<file path="src/rtl/ad9152_dma_upack.sv">
// DMA-to-DAC unpacker: buffers 128-bit DMA words in a small FIFO and hands
// them out as 64-bit per-channel sample groups in dual or single-channel mode.
module ad9152_dma_upack #(
    parameter int FIFO_ADDR_WIDTH = 2
) (
    input  logic         dac_clk,
    input  logic         dac_rstn,
    input  logic         dma_valid,
    output logic         dma_ready,
    input  logic [127:0] dma_data,
    input  logic         dac_valid_0,
    input  logic         dac_valid_1,
    input  logic         dac_enable_0,
    input  logic         dac_enable_1,
    output logic [63:0]  dac_ddata_0,
    output logic [63:0]  dac_ddata_1,
    output logic         dac_dunf
);

    localparam int              DEPTH   = 1 << FIFO_ADDR_WIDTH;
    localparam int              CW      = FIFO_ADDR_WIDTH + 1;
    localparam logic [CW-1:0]   DEPTH_C = CW'(DEPTH);

    typedef enum logic [1:0] {
        MODE_IDLE = 2'b00,
        MODE_CH0  = 2'b01,
        MODE_CH1  = 2'b10,
        MODE_DUAL = 2'b11
    } mode_t;

    logic [127:0]               mem [DEPTH];
    logic [FIFO_ADDR_WIDTH-1:0] wr_ptr;
    logic [FIFO_ADDR_WIDTH-1:0] rd_ptr;
    logic [CW-1:0]              count;
    logic                       half;
    logic                       ready_en;
    mode_t                      mode_q;

    mode_t                      mode;
    logic                       push;
    logic                       strobe;
    logic                       changed;
    logic                       discard;
    logic [FIFO_ADDR_WIDTH-1:0] eff_rd;
    logic [CW-1:0]              eff_cnt;
    logic                       eff_half;
    logic [127:0]               head;
    logic [63:0]                sel;

    logic                       pop;
    logic                       half_n;
    logic [63:0]                ddata_0_n;
    logic [63:0]                ddata_1_n;
    logic                       dunf_n;

    assign mode      = mode_t'({dac_enable_1, dac_enable_0});
    assign dma_ready = ready_en && (count < DEPTH_C);
    assign push      = dma_valid && dma_ready;
    assign strobe    = dac_valid_0 || dac_valid_1;

    // A mode switch abandons a half-consumed head word; the strobe in the same
    // cycle is then served from the word behind it.
    assign changed  = (mode != mode_q);
    assign discard  = changed && half && (count != '0);
    assign eff_rd   = rd_ptr + FIFO_ADDR_WIDTH'(discard);
    assign eff_cnt  = count - CW'(discard);
    assign eff_half = half && !changed;
    assign head     = mem[eff_rd];
    assign sel      = eff_half ? head[127:64] : head[63:0];

    // NOTE: every output of this block gets a default first, so no path
    // through the branches leaves a variable unassigned and no latch is inferred.
    always_comb begin
        pop       = 1'b0;
        half_n    = eff_half;
        ddata_0_n = dac_ddata_0;
        ddata_1_n = dac_ddata_1;
        dunf_n    = 1'b0;
        if (mode == MODE_IDLE) begin
            half_n    = 1'b0;
            ddata_0_n = '0;
            ddata_1_n = '0;
        end else if (strobe) begin
            if (eff_cnt == '0) begin
                ddata_0_n = '0;
                ddata_1_n = '0;
                dunf_n    = 1'b1;
            end else if (mode == MODE_DUAL) begin
                ddata_0_n = head[63:0];
                ddata_1_n = head[127:64];
                pop       = 1'b1;
            end else begin
                ddata_0_n = (mode == MODE_CH0) ? sel : '0;
                ddata_1_n = (mode == MODE_CH1) ? sel : '0;
                pop       = eff_half;
                half_n    = !eff_half;
            end
        end
    end

    // NOTE: sequential state uses non-blocking assignments so every register
    // samples the pre-edge values, independent of statement order.
    always_ff @(posedge dac_clk or negedge dac_rstn) begin
        if (!dac_rstn) begin
            wr_ptr      <= '0;
            rd_ptr      <= '0;
            count       <= '0;
            half        <= 1'b0;
            ready_en    <= 1'b0;
            mode_q      <= MODE_IDLE;
            dac_ddata_0 <= '0;
            dac_ddata_1 <= '0;
            dac_dunf    <= 1'b0;
        end else begin
            ready_en    <= 1'b1;
            mode_q      <= mode;
            half        <= half_n;
            dac_ddata_0 <= ddata_0_n;
            dac_ddata_1 <= ddata_1_n;
            dac_dunf    <= dunf_n;
            if (mode == MODE_IDLE) begin
                wr_ptr <= '0;
                rd_ptr <= '0;
                count  <= '0;
            end else begin
                wr_ptr <= wr_ptr + FIFO_ADDR_WIDTH'(push);
                rd_ptr <= eff_rd + FIFO_ADDR_WIDTH'(pop);
                count  <= eff_cnt - CW'(pop) + CW'(push);
            end
        end
    end

    // NOTE: the storage array is not reset; count and pointers define which
    // entries are valid, so stale contents are never observed.
    always_ff @(posedge dac_clk) begin
        if (push && (mode != MODE_IDLE)) begin
            mem[wr_ptr] <= dma_data;
        end
    end

endmodule

</file>
<file path="config.mk">
export PLATFORM = sky130hd
export DESIGN_NAME = ad9152_dma_upack
export DESIGN_NICKNAME = d
export VERILOG_FILES = /design/src/rtl/ad9152_dma_upack.sv
export SDC_FILE = /design/constraint.sdc
export NUM_CORES = 1
export LEC_CHECK = 0
export CAP_MARGIN = 15
export CELL_PAD_IN_SITES_DETAIL_PLACEMENT = 2
export CELL_PAD_IN_SITES_GLOBAL_PLACEMENT = 2
export CORE_ASPECT_RATIO = 2
export CORE_MARGIN = 2
export CORE_UTILIZATION = 35
export DETAILED_ROUTE_END_ITERATION = 8
export PLACE_DENSITY = 0.78
export SYNTH_ARGS = -nofsm -noshare
export SYNTH_HDL_FRONTEND = slang
export SYNTH_SLANG_ARGS = --single-unit
</file>
<file path="constraint.sdc">
create_clock -name dac_clk -period 26.8 [get_ports dac_clk]
set_clock_uncertainty 0.05 [all_clocks]
set_input_delay 5.36 -clock dac_clk [delete_from_list [all_inputs] [get_ports dac_clk]]
set_output_delay 5.36 -clock dac_clk [all_outputs]
set_load 0.03 [all_outputs]
</file>
==> results of run 1 <==
## logic make-up (layout without fill, tap and decap cells)
logic type / Yosys count / after routing / share of synthesized area [%]
fa+ha+maj: 9 / 9 / 0.482
buf+inv: 92 / 404 / 2.24
mux: 129 / 129 / 12.1
compound gates: 135 / 135 / 5.34
xor+xnor: 8 / 8 / 0.311
flops: 652 / 652 / 75.7
simple gates: 157 / 157 / 3.81
other cells: 1 / 3 / 0.0150
## worst max-delay path: stages
cell	delay, ps
clkdlybuf4s50_1	530
xnor2_1	340
a21oi_1	200
ha_1	240
ha_1	210
xnor2_2	220
a311oi_4	340
buf_4	740
and2b_4	260
buf_4	770
a221o_1	310
## synthesized netlist by cell type (all sizes together)
| cell type | n |
|---|---|
| and3 | 129 |
| dfrtp | 140 |
| o21ai | 1 |
| fa | 1 |
| ha | 8 |
| a311oi | 1 |
| and3b | 1 |
| a31oi | 3 |
| o31ai | 1 |
| inv | 7 |
| clkbuf | 40 |
| nor2b | 6 |
| xor2 | 2 |
| buf | 45 |
| edfxtp | 512 |
| mux4 | 128 |
| nor2 | 10 |
| a221o | 128 |
| nand3 | 3 |
| and2b | 1 |
| nor3b | 2 |
| conb | 1 |
| mux2 | 1 |
| xnor2 | 6 |
| nor3 | 2 |
| nand2 | 3 |
| a21oi | 1 |
## cells in the final DEF, fill, tap and decap left out, drive strengths merged
| master | instances |
|---|---|
| a21oi | 1 |
| a221o | 128 |
| a311oi | 1 |
| a31oi | 3 |
| and2b | 1 |
| and3 | 129 |
| and3b | 1 |
| buf | 20 |
| bufinv | 9 |
| clkbuf | 87 |
| clkdlybuf4s50 | 263 |
| clkinv | 12 |
| clkinvlp | 3 |
| conb | 1 |
| dfrtp | 140 |
| diode | 2 |
| edfxtp | 512 |
| fa | 1 |
| ha | 8 |
| inv | 10 |
| mux2 | 1 |
| mux4 | 128 |
| nand2 | 3 |
| nand3 | 3 |
| nor2 | 10 |
| nor2b | 6 |
| nor3 | 2 |
| nor3b | 2 |
| o21ai | 1 |
| o31ai | 1 |
| xnor2 | 6 |
| xor2 | 2 |
## how the worst min path moves through the flow
| stage | end | slack, ps | cells after the start |
|---|---|---|---|
| finish | dac_ddata_1[28]$_DFFE_PN0P_ | 460 | 1 |
| global route | dac_ddata_1[28]$_DFFE_PN0P_ | 480 | 1 |
| detailed placement | dac_ddata_1[28]$_DFFE_PN0P_ | 450 | 1 |
| global placement | dac_ddata_1[24]$_DFFE_PN0P_ | 450 | 1 |
| floorplan | wr_ptr[1]$_DFF_PN0_ | 500 | 2 |
| CTS | dac_ddata_1[28]$_DFFE_PN0P_ | 470 | 1 |
## metal layers
| metal | track usage (%) | up-vias | routed length (um) |
|---|---|---|---|
| met2 | 33.9 | 454 | 36400 |
| li1 | - | 5540 | - |
| met5 | 0 | - | 138 |
| met1 | 21.9 | 7017 | 25200 |
| met4 | 7.28 | 20 | 2430 |
| met3 | 4.36 | 138 | 4240 |
## flip-flops by register name (all words and copies together), names as in the netlist, 2 cells and up
| register | flops |
|---|---|
| count | 3 |
| rd_ptr | 2 |
| wr_ptr | 2 |
| mem | 512 |
| dac_ddata_1 | 64 |
| dac_ddata_0 | 64 |
| mode_q | 2 |
## final cells by class
class / count / share of cell area [%]
inverters: 7 / 0.0859
clock inverters: 27 / 1.23
repair buffers: 283 / 9.24
diodes: 2 / 0.0164
clock buffers: 87 / 5.57
well taps: 910 / 3.72
flip-flops and latches: 652 / 61.7
multi-input cells: 439 / 18.4
## power breakdown
group          total (mW)  leakage (nW)  switching, mW  internal [mW]
registers            1.35          6.47          0.107           1.24
clock network       0.909          1.01          0.381          0.528
logic                1.23          3.36          0.672          0.558
total                3.49          10.8           1.16           2.33
==> summary.txt, run 1 <==
Clock network
  • Post-CTS Hold Fix Bufs: 0
  • Clk slew on worst S/H paths: 70 ps
  • # clock sinks: 652
  • Setup bufs post-CTS: 0
  • H-tree Lvls: 2
  • Num CTS Buffers: 60
  • # resized after CTS: 0
  • Worst-skew pair later-pin latency: 630 ps
  • CTS Buffer Depth: 3
  • CTS tree: done
  • Root Driver: clkbuf_16

STA
  • Final setup violation count: 0
  • Fmax: 0.110 GHz
  • Final Hold Viols: 0
  • Slew headroom: 28.8%
  • Period utilisation layout: 33.9%
  • Final WS setup: 17700 ps
  • RSZ-0062 raised after global routing: false
  • Min Tclk post-route: 9100 ps
  • Hold_ws: 462 ps
  • Slew @ Worst Pin: 1070 ps
  • Sum Neg Setup Slack: 0 ps
  • Max Slew Vio Count: 0

Power
  • VDD IR max: 0.213 mV
  • Pwr Total: 3.49 mW
  • Power Dens Cells: 114 nW/um2
  • Leak: 10.8 nW

Setup path
  • Crit path arrival time: 9610 ps
  • Critical Path End Type: flip-flop
  • Reg2reg start: mode_q[1]$_DFF_PN0_
  • End of the critical path: dac_ddata_0[44]$_DFFE_PN0P_
  • Kind of critical path: in2reg
  • Required time of the critical path: 27310 ps
  • R2R Path End: dac_ddata_0[44]$_DFFE_PN0P_
  • Max FO, Critical Path: 65
  • R2r worst-path depth: 10
  • Crit start category: primary input
  • FF-to-FF setup slack: 22580 ps
  • CP Launch Point: dac_enable_1

GRT
  • Total grt overflow: 0
  • GR Util All Layers: 19.0%
  • Antenna violations before repair: 14
  • Vias in the first global route: 15.4k
  • Largest net degree at the start of global routing: 130
  • First-pass GRT wire length: 102000 um

Detailed routing
  • Post-Route WL: 68500 um
  • Drt drc: 0
  • Drt via density: 5.47
  • Final ANT Viol Nets: 0
  • Via Count: 13.2k
  • DR WL/cell: 28.4 um
  • First DRT Iteration DRCs: 745
  • 1st-pass router iterations: 5

Logic synthesis
  • Post-synth top area share: 61.7%
  • Library cells used by synthesis: 34
  • Number of synthesized register bits: 652
  • Synth Net Count: 1327
  • Avg Cell Area, Syn: 21.1 um2
  • Yosys warning total: 0
  • Synth area leaders: edfxtp_1 62%, dfrtp_1 14%, mux4_2 8.7%
  • Synthesized area: 24900 um2
  • Leading area contributor after synthesis: edfxtp_1
  • Sequential cell area fraction in the yosys report: 75.7%
  • Syn Inst Count: 1183

Placement
  • Port Buf Inserts: 264
  • GP Congestion: 0.743
  • Pre-CTS setup slack: 17070 ps
  • Post-place instance area: 28500 um2
  • Final HPWL DP: 40800 um
  • Inst Count DP: 2291

Layout
  • # nets final: 1587
  • Fraction of layout cells with a size suffix above 1: 15.0%
  • Multi-input gate area: 5620 um2
  • Syn-to-layout area delta: 22.6%
  • FF+latch area: 18900 um2
  • Finished Layout Cells: 2407
  • Final core utilization: 43.3%
  • Fillers: 6392
  • Finished Cell Area: 30600 um2

Floorplanning
  • Die ar.: 73500 um2
  • Core area: 70600 um2
  • DIE HEIGHT: 381 um
  • Die X: 193 um
  • Initial Utilization: 35.3%
  • IO Count: 265
  • Cell row count: 138

Run
  • Max_cap viols: 0

Run status
  • Status: finished clean

Min path
  • Hold Path Class: reg2reg
  • HP Start: dac_ddata_1[28]$_DFFE_PN0P_
(Power assumes the default switching activity.)
==> run 2: changes to the inputs <==
- clock period: 26.8 -> 8.5 ns (I/O delays scaled with it)
==> run 2 against run 1 <==
Clock power rose to 3.1 times the previous value. Sequential power rose to 3.1 times the previous value. Cell area is essentially flat. Cell count is essentially flat. Combinational power increased to 3.2 times the previous value. Register-to-register slack lost 18000 ps. Utilization about the same. Highest routed layer unchanged.
==> summary.txt, run 2 (synthesized netlist as in run 1, its figures left out) <==
Layout
  • Fillers: 6427 (+0.55%)
  • Most frequent cells in the layout: 512 x edfxtp_1, 263 x clkdlybuf4s50_1, 140 x dfrtp_1, 128 x and3_1, 128 x a221o_1
  • Largest register FFs: 512 (unchanged)
  • Syn-to-layout area delta: 22.6% (about the same)
  • # nets final: 1589 (+0.13%)
  • Biggest regs: mem x512, dac_ddata_0 x64, dac_ddata_1 x64
  • Biggest register: mem
  • Most common cell after layout, fill and taps aside: edfxtp_1
  • Fraction of layout cells with a size suffix above 1: 15.3% (+0.34 points)
  • Multi-input gate area: 5630 um2 (+0.11%)
  • FF+latch area: 18900 um2 (unchanged)
  • Finished Layout Cells: 2408 (+0.042%)
  • Final core utilization: 43.3% (about the same)

Min path
  • Hold path cells: 1 (unchanged)
  • Hold Path Sink: dac_ddata_0[59]$_DFFE_PN0P_
  • HP Start: dac_ddata_0[59]$_DFFE_PN0P_
  • Hold Path Class: reg2reg

GRT
  • Antenna violations before repair: 6 (-8)
  • Total grt overflow: 0 (unchanged)
  • M3 GR Usage: 3.37% (-0.98 points)
  • Routing usage on met2: 34.9% (+1.0 points)
  • First-pass GRT wire length: 102000 um (-0.33%)
  • Most used routing layer in global routing: met2
  • GR Util All Layers: 19.1% (+0.032 points)
  • Largest net degree at the start of global routing: 130 (unchanged)
  • Met1 Use GR: 21.9% (about the same)
  • Vias in the first global route: 15.4k (+0.15%)

Power
  • VDD IR max: 0.574 mV (+170%)
  • Leak: 10.8 nW (about the same)
  • Power Dens Cells: 359 nW/um2 (+210%)

Setup path
  • R2r worst-path depth: 15 (+5)
  • Most used cell, CP: ha_1
  • Peak per-stage delay on the critical path: 570 ps (-200 ps)
  • Reg2reg start: count[2]$_DFF_PN0_
  • Max FO, Critical Path: 6 (-91%)
  • Crit start category: primary input
  • Required time of the critical path: 8980 ps (-18330 ps)
  • Kind of critical path: in2reg
  • Slowest cell on crit path: clkdlybuf4s50_1
  • Critical Path End Type: flip-flop
  • Critical-path cell list: clkdlybuf4s50_1 > xnor2_1 > a21oi_1 > ha_1 > ha_1 > xnor2_2 > a31oi_1 > nor3b_1 > ha_1 > inv_1 > ha_1 > inv_1 > fa_1 > xor2_1 > xnor2_1 > nor2_1
  • R2R Path End: count[2]$_DFF_PN0_
  • FF-to-FF setup slack: 4370 ps (-18210 ps)
  • Crit path arrival time: 5770 ps (-3840 ps)

Clock network
  • CTS Buffer Depth: 3 (unchanged)
  • Worst-skew pair later-pin latency: 640 ps (about the same)
  • Post-CTS Hold Fix Bufs: 0 (unchanged)
  • # clock sinks: 652 (unchanged)
  • CTS tree: done
  • Root Driver: clkbuf_16
  • Num CTS Buffers: 58 (-3.3%)
  • # resized after CTS: 0 (unchanged)
  • Clk slew on worst S/H paths: 70 ps (about the same)
  • H-tree Lvls: 2 (unchanged)
  • Setup bufs post-CTS: 0 (unchanged)

Floorplanning
  • Cell row count: 138 (unchanged)
  • IO Count: 265 (unchanged)
  • Die ar.: 73500 um2 (unchanged)
  • Initial Utilization: 35.3% (unchanged)
  • Core area: 70600 um2 (unchanged)
  • Die X: 193 um (unchanged)
  • DIE HEIGHT: 381 um (unchanged)

Detailed routing
  • Drt via density: 5.50 (+0.56%)
  • 1st-pass router iterations: 4 (-1)
  • Drt drc: 0 (unchanged)
  • Via Count: 13.2k (+0.60%)
  • DR WL/cell: 28.7 um (+0.97%)
  • First DRT Iteration DRCs: 815 (+9.4%)
  • Final ANT Viol Nets: 0 (unchanged)
  • Post-Route WL: 69200 um (+1.0%)

Placement
  • GP Congestion: 0.748 (+0.74%)
  • Inst Count DP: 2295 (+0.17%)
  • Final HPWL DP: 40500 um (-0.79%)
  • Port Buf Inserts: 264 (unchanged)

STA
  • Fmax: 0.189 GHz
  • Max Slew Vio Count: 0 (unchanged)
  • Slew headroom: 31.7% (+2.9 points)
  • Slew @ Worst Pin: 1020 ps (-43.5 ps)
  • Final Hold Viols: 0 (unchanged)
  • RSZ-0062 raised after global routing: false
  • Sum Neg Setup Slack: 0 ps (unchanged)
  • Final setup violation count: 0 (unchanged)
  • Hold_ws: 462 ps (-0.451 ps)
  • Min Tclk post-route: 5290 ps
  • Period utilisation layout: 62.3%

Run
  • Max_cap viols: 0 (unchanged)

Run status
  • Status: finished clean
-- run 2: final cells by class --
type	instances	share of cell area (%)
repair buffers	287	9.34
well taps	910	3.73
inverters	7	0.0860
flip-flops and latches	652	61.8
diodes	4	0.0328
clock buffers	76	5.27
multi-input cells	439	18.4
clock inverters	33	1.36
-- run 2: critical path: cells and delay by family --
family	cells	cell delay, ps
xor gates and xnor gates	4	1010
buffers and inverters	3	690
AOI/OAI and AO/OA	2	570
and+or+nand+nor	2	440
adders and majority gates	5	1320
-- run 2: metrics by stage --
step / area [um2] / power (mW) / worst slack (ps)
floorplan: 24900 / 6.84 / 337
global placement: 28500 / 8.08 / 3110
detailed placement: 28500 / 8.27 / 2730
CTS: 30600 / 11.1 / 3270
global route: 30600 / 11.4 / 3040
finish: 30600 / 11.0 / 3210
-- run 2: where the power goes --
part | switching [mW] | total [mW] | internal [mW] | leakage [nW]
sequential | 0.320 | 4.24 | 3.92 | 6.47
clock | 1.20 | 2.81 | 1.61 | 0.998
combinational | 2.15 | 3.92 | 1.77 | 3.38
total | 3.67 | 11.0 | 7.30 | 10.8
-- run 2: how the worst max path moves through the flow --
stage	start	end	slack, ps	cells after the start
after floorplan	dma_valid	mem[1][0]$_DFFE_PP_	340	4
after global placement	dac_enable_0	count[2]$_DFF_PN0_	3110	16
after detailed placement	dac_enable_0	count[2]$_DFF_PN0_	2730	16
after CTS	dac_enable_0	count[2]$_DFF_PN0_	3270	16
after global routing	dac_enable_0	count[2]$_DFF_PN0_	3040	16
final	dac_enable_0	count[2]$_DFF_PN0_	3210	16
-- run 2: layer usage --
layer  wire (um)  part of all wire, %
met1       25500                   37
met2       37500                   54
met3        3850                  5.6
met4        2240                  3.2
met5          27                0.039
